### src/rtl/pipe_ctrl_pkg.sv
// Shared constants and state type for the pipeline hazard controller.
// Forward-select encodings, watchdog FSM states and default address width.
package pipe_ctrl_pkg;

   localparam int RA_W_DEF = 5;

   localparam logic [1:0] FWD_RF      = 2'b00;
   localparam logic [1:0] FWD_EXE_ALU = 2'b01;
   localparam logic [1:0] FWD_MEM_ALU = 2'b10;
   localparam logic [1:0] FWD_MEM_LW  = 2'b11;

   typedef enum logic [1:0] {
      RUN,
      MEM_WAIT,
      ERR
   } hz_state_t;

endpackage

### src/rtl/fwd_sel.sv
// Forward-priority select for one decode source operand.
// EXE ALU result beats MEM ALU result, which beats MEM load data.
module fwd_sel
   import pipe_ctrl_pkg::*;
#(
   parameter int RA_W = RA_W_DEF
) (
   input  logic [RA_W-1:0] src,
   input  logic            use_src,
   input  logic            ewreg,
   input  logic            em2reg,
   input  logic [RA_W-1:0] ern,
   input  logic            mwreg,
   input  logic            mm2reg,
   input  logic [RA_W-1:0] mrn,
   output logic [1:0]      sel
);

   logic hit;
   logic e_hit;
   logic m_hit;

   // r0 is hardwired zero, so a match on it never forwards
   assign hit   = use_src & (src != '0);
   assign e_hit = ewreg & ~em2reg & (ern == src);
   assign m_hit = mwreg & (mrn == src);

   always_comb begin
      sel = FWD_RF;
      if (hit && e_hit) begin
         sel = FWD_EXE_ALU;
      end else if (hit && m_hit && !mm2reg) begin
         sel = FWD_MEM_ALU;
      end else if (hit && m_hit) begin
         sel = FWD_MEM_LW;
      end
   end

endmodule

### src/rtl/pipe_hazard_ctrl.sv
// Forwarding, load-use stall, mem-wait freeze, branch squash and watchdog.
// Define HAZ_STATS_EN to build the saturating stall/squash statistics counters.
module pipe_hazard_ctrl
   import pipe_ctrl_pkg::*;
#(
   parameter int RA_W     = RA_W_DEF,
   parameter int WAIT_MAX = 15,
   parameter int WAIT_W   = 4,
   parameter int CNT_W    = 16
) (
   input  logic             clock,
   input  logic             resetn,
   input  logic [RA_W-1:0]  rs,
   input  logic [RA_W-1:0]  rt,
   input  logic             use_rs,
   input  logic             use_rt,
   input  logic             branch_taken,
   input  logic             ewreg,
   input  logic             em2reg,
   input  logic [RA_W-1:0]  ern,
   input  logic             mwreg,
   input  logic             mm2reg,
   input  logic [RA_W-1:0]  mrn,
   input  logic             mem_req,
   input  logic             mem_ready,
   output logic [1:0]       forwarda,
   output logic [1:0]       forwardb,
   output logic             wpcir,
   output logic             dbubble,
   output logic             freeze,
   output logic             ebubble,
   output logic             mem_err,
   output logic [CNT_W-1:0] stat_lu,
   output logic [CNT_W-1:0] stat_mw,
   output logic [CNT_W-1:0] stat_fl
);

   localparam logic [WAIT_W-1:0] WMAX = WAIT_W'(WAIT_MAX);

   hz_state_t         state;
   hz_state_t         state_nxt;
   logic [WAIT_W-1:0] wait_cnt;
   logic [WAIT_W-1:0] cnt_nxt;
   logic [1:0]        fa;
   logic [1:0]        fb;
   logic              load_use;
   logic              mem_wait;
   logic              wp_int;
   logic              eb_nxt;
   logic              err_set;

   fwd_sel #(.RA_W(RA_W)) u_fwd_a (
      .src     (rs),
      .use_src (use_rs),
      .ewreg   (ewreg),
      .em2reg  (em2reg),
      .ern     (ern),
      .mwreg   (mwreg),
      .mm2reg  (mm2reg),
      .mrn     (mrn),
      .sel     (fa)
   );

   fwd_sel #(.RA_W(RA_W)) u_fwd_b (
      .src     (rt),
      .use_src (use_rt),
      .ewreg   (ewreg),
      .em2reg  (em2reg),
      .ern     (ern),
      .mwreg   (mwreg),
      .mm2reg  (mm2reg),
      .mrn     (mrn),
      .sel     (fb)
   );

   assign load_use = ewreg & em2reg & (ern != '0)
                   & ((use_rs & (ern == rs)) | (use_rt & (ern == rt)));
   assign mem_wait = mem_req & ~mem_ready;

   // a squashed decode slot must not stall on its own operands
   assign wp_int = ~mem_wait & ~(load_use & ~ebubble);
   assign eb_nxt = branch_taken & wp_int & ~ebubble;

   always_comb begin
      freeze   = resetn & mem_wait;
      wpcir    = ~resetn | wp_int;
      dbubble  = ~resetn | (~mem_wait & (ebubble | load_use));
      forwarda = resetn ? fa : FWD_RF;
      forwardb = resetn ? fb : FWD_RF;
   end

   always_ff @(posedge clock) begin
      if (!resetn) begin
         ebubble <= 1'b0;
      end else if (!mem_wait) begin
         ebubble <= eb_nxt;
      end
   end

   always_comb begin
      state_nxt = state;
      cnt_nxt   = wait_cnt;
      unique case (state)
         RUN: begin
            cnt_nxt = '0;
            if (mem_wait) state_nxt = MEM_WAIT;
         end
         MEM_WAIT: begin
            if (wait_cnt != WMAX) cnt_nxt = wait_cnt + 1'b1;
            if (mem_ready) begin
               state_nxt = RUN;
            end else if (wait_cnt == WMAX && mem_wait) begin
               state_nxt = ERR;
            end
         end
         ERR: begin
            if (mem_ready) state_nxt = RUN;
         end
         default: state_nxt = RUN;
      endcase
   end

   // RUN may briefly see a stale saturated count after leaving a wait
   assign err_set = (state != RUN) & (wait_cnt == WMAX) & mem_wait;

   always_ff @(posedge clock) begin
      if (!resetn) begin
         state    <= RUN;
         wait_cnt <= '0;
         mem_err  <= 1'b0;
      end else begin
         state    <= state_nxt;
         wait_cnt <= cnt_nxt;
         if (err_set) mem_err <= 1'b1;
      end
   end

`ifdef HAZ_STATS_EN
   logic [CNT_W-1:0] lu_q;
   logic [CNT_W-1:0] mw_q;
   logic [CNT_W-1:0] fl_q;

   always_ff @(posedge clock) begin
      if (!resetn) begin
         lu_q <= '0;
         mw_q <= '0;
         fl_q <= '0;
      end else begin
         if (load_use && !ebubble && !mem_wait && !(&lu_q)) lu_q <= lu_q + CNT_W'(1);
         if (mem_wait && !(&mw_q)) mw_q <= mw_q + CNT_W'(1);
         if (eb_nxt && !mem_wait && !(&fl_q)) fl_q <= fl_q + CNT_W'(1);
      end
   end

   assign stat_lu = lu_q;
   assign stat_mw = mw_q;
   assign stat_fl = fl_q;
`else
   assign stat_lu = '0;
   assign stat_mw = '0;
   assign stat_fl = '0;
`endif

endmodule

### config.mk
export PLATFORM = sky130hd
export DESIGN_NAME = pipe_hazard_ctrl
export DESIGN_NICKNAME = d
export VERILOG_FILES = /design/src/rtl/pipe_ctrl_pkg.sv /design/src/rtl/fwd_sel.sv /design/src/rtl/pipe_hazard_ctrl.sv
export SDC_FILE = /design/constraint.sdc
export NUM_CORES = 1
export LEC_CHECK = 0
export ABC_AREA = 0
export ABC_CLOCK_PERIOD_IN_PS = 3350
export CORE_MARGIN = 2
export CORE_UTILIZATION = 38
export CTS_CLUSTER_DIAMETER = 200
export DETAILED_ROUTE_END_ITERATION = 8
export PLACE_DENSITY = 0.86
export RECOVER_POWER = 100
export REMOVE_ABC_BUFFERS = 1
export SLEW_MARGIN = 20
export SYNTH_ARGS = -nofsm -noshare
export SYNTH_HDL_FRONTEND = slang
export SYNTH_HIERARCHICAL = 1
export SYNTH_SLANG_ARGS = --single-unit
### constraint.sdc
create_clock -name clock -period 3.35 [get_ports clock]
set_input_delay 0.67 -clock clock [delete_from_list [all_inputs] [get_ports clock]]
set_output_delay 0.67 -clock clock [all_outputs]
set_load 0.005 [all_outputs]
==> results of run 1 <==
[cell families after synthesis]
family	Yosys count
and+or+nand+nor	51
adders and majority gates	1
AOI/OAI and AO/OA	20
buffers and inverters	52
xor gates and xnor gates	30
other	1
DFF	8
[cell type report]
class                           count  area share (%)
Timing Repair Buffer               49            28.9
Multi-Input combinational cell    150            56.6
Sequential cell                     8            9.65
Tap cell                           44            3.32
Clock buffer                        3            1.36
Inverter                            1           0.226
[critical path: stages]
cell and delay (ns):
clkdlybuf4s50_1 0.47, or4_1 0.48, nor2_4 0.16, nor4_2 0.07
a21o_1 0.17, and2_1 0.14, clkdlybuf4s50_1 0.43
[placed cells by master, fill, tap and decap left out, types with 3 or more instances in the layout]
master / Yosys / final
dfxtp_1: 8 / 8
conb_1: 1 / 48
nand4_1: 6 / 6
clkdlybuf4s50_1: 0 / 28
xnor2_1: 28 / 28
nand4b_1: 4 / 4
o21ai_0: 4 / 4
dlymetal6s2s_1: 0 / 6
and2_1: 6 / 5
clkbuf_4: 0 / 3
nor2b_1: 6 / 6
dlygate4sd3_1: 0 / 4
nand2_1: 8 / 8
buf_4: 48 / 10
[path summary, 6_finish.rpt]
kind	from	end	slack [ns]
worst min register to register	mem_err	mem_err	0.47
worst min-delay path	mem_err	mem_err	0.47
worst max register to register	wait_cnt[0]	wait_cnt[1]	1.94
worst max-delay path	rt[3]	forwardb[0]	0.08
[per-layer routing]
metal	wire (um)	track usage (%)	vias to the layer above
li1	-	-	559
met1	1270	19.0	550
met2	1570	28.1	61
met3	221	3.99	2
met4	19	3.65	0
met5	0	0	-
[power groups by stage]
| stage | sequential (W) | clock (W) | combinational, W |
|---|---|---|---|
| floorplan | 0.000102 | 0 | 0.0000614 |
| global placement | 0.000103 | 0 | 0.000137 |
| detailed placement | 0.000103 | 0 | 0.000139 |
| CTS | 0.000101 | 0.0000802 | 0.000140 |
| global route | 0.000101 | 0.0000839 | 0.000159 |
| finish | 0.000101 | 0.0000757 | 0.000145 |
[sequential cells by signal, summed over array words and instances, names as in the netlist]
| name | count |
|---|---|
| state | 2 |
| wait_cnt | 4 |
| ebubble | 1 |
| mem_err | 1 |
[through the flow]
step                area [um^2]  instances  setup slack (ns)  hold slack [ns]
finish                     1660        255            0.0796            0.471
global route               1660        255           -0.0120            0.514
CTS                        1600        255           0.00822            0.480
detailed placement         1580        252           -0.0185            0.455
global placement           1580        252            0.0116            0.455
floorplan                  1060        159              1.01            0.464
[timing repair]
item,CTS,global route
setup endpoints to repair,2,5
gates resized for setup,1,15
pin swaps,0,4
==> run metrics, run 1 <==
Reg clk slew, reported paths=about 0.060 ns; Tmin final=3.27 ns; Seq cells post-synth=8; Remaining Overflow, GRT=0; Crit Path Max Fanout=3; number of remaining DRC errors=0; CP endpoint kind=output pin; largest family of logic cells by synthesized area=buffers and inverters; cell count after synthesis=around 160; DIE WIDTH=61.5 um; post-synthesis simple-gate area fraction=24.0%; Synth top cells by count=48 x buf_4, 28 x xnor2_1, 8 x dfxtp_1, 8 x nand2_1; syn avg cell area=7.71 um^2; initial antenna violation count=0; die height=61.5 um; largest net degree at the start of global routing=15; Arr. time, crit path=~2.6 ns; Diodes inserted=0; Setup TNS Final=0 ns; most common cell in the synthesized netlist=buf_4; CTS max path bufs=2; clock latency on the worst-skew pair=0.25 ns; period utilization=around 98%; startpoint types=primary input; setup bufs post-CTS=0; CTS buffer count=3; area occupied by multi-input gates=roughly 940 um^2; number of global-route vias before repair=1035; Max Cap Viol=0; flip-flop and latch area=160 um^2; Unique masters post-synth=37; initial core utilization=slightly above 40%; share of the synthesized area in the top cell type=28.7%; leakage power=approximately 0.73 nW; first-pass GRT wire length=between 4000 and 5000 um; layout cells sized above 1=about 11%; register area share after synthesis=between 10% and 20%; leading area contributor after synthesis=buf_4; Synth async-reset ratio=0%; worst hold-check path type=reg -> reg; PD cells=194 nW/um^2; Clock power frac=23.6%; Max VDD drop=~0.00016 V; ranking of synthesized cells by area=buf_4 29%, xnor2_1 20%, dfxtp_1 13%; antenna viol nets, final=0; Max Slew Vio Count=0; Final nets=245; total chip power=0.000321 W; Final Skew=0.00262 ns; hold path depth=1; Routed WL=about 3100 um; Combinational Power Share=between 40% and 50%; site row count=20; WP data required=2.68 ns; clk sinks=8; Setup violations, final=0; Synth Area in Compound Gates=between 10% and 20%; Via density=about 4.6; DR vias=1172; CTS tree=built; switch share=32.9%; Post-synth EDFFs=0; die footprint=approximately 3800 um^2; I/O pins=88; drt first pass iters=4; adder-cell share of the synthesized area=0.996%; Post-Syn Area=1260 um^2; Most used DFF post-synth=dfxtp_1; htree depth=1; final hold vios=0; 1st-iter DRT viols=52; WL per Instance=12.1 um; xor/xnor cell area share of the yosys netlist=20.9%; Post-Route Utilization=about 54%; multiplexer share of the synthesized area=0%; Hold-fix buffers, CTS=0; Layout area overhead=32.2%; clock root buffer=clkbuf_4; Seq pwr share=31.4%; Layout fillers=280; Internal=between 0.0002 and 0.00025 W; switching pwr=about 0.00011 W; I/O Buffers=39; FMAX=306 MHz; Synth warnings=6; WS Path Type=in -> out; routability congestion estimate=0.943; DP HPWL=approximately 2400 um; total core area=3100 um^2; reg2reg path depth=5; all-layer global routing usage=15.8%; status=finished clean
Note: power is estimated with default switching activity, not from simulation.
==> run 2: changes to the inputs <==
--- a/config.mk
+++ b/config.mk
@@ -7,6 +7,7 @@
 export LEC_CHECK = 0
 export ABC_AREA = 0
 export ABC_CLOCK_PERIOD_IN_PS = 3350
+export CAP_MARGIN = 20
 export CORE_MARGIN = 2
 export CORE_UTILIZATION = 38
 export CTS_CLUSTER_DIAMETER = 200
==> results of run 2 <==
Final layout, timing and power as in run 1 (identical DEF).
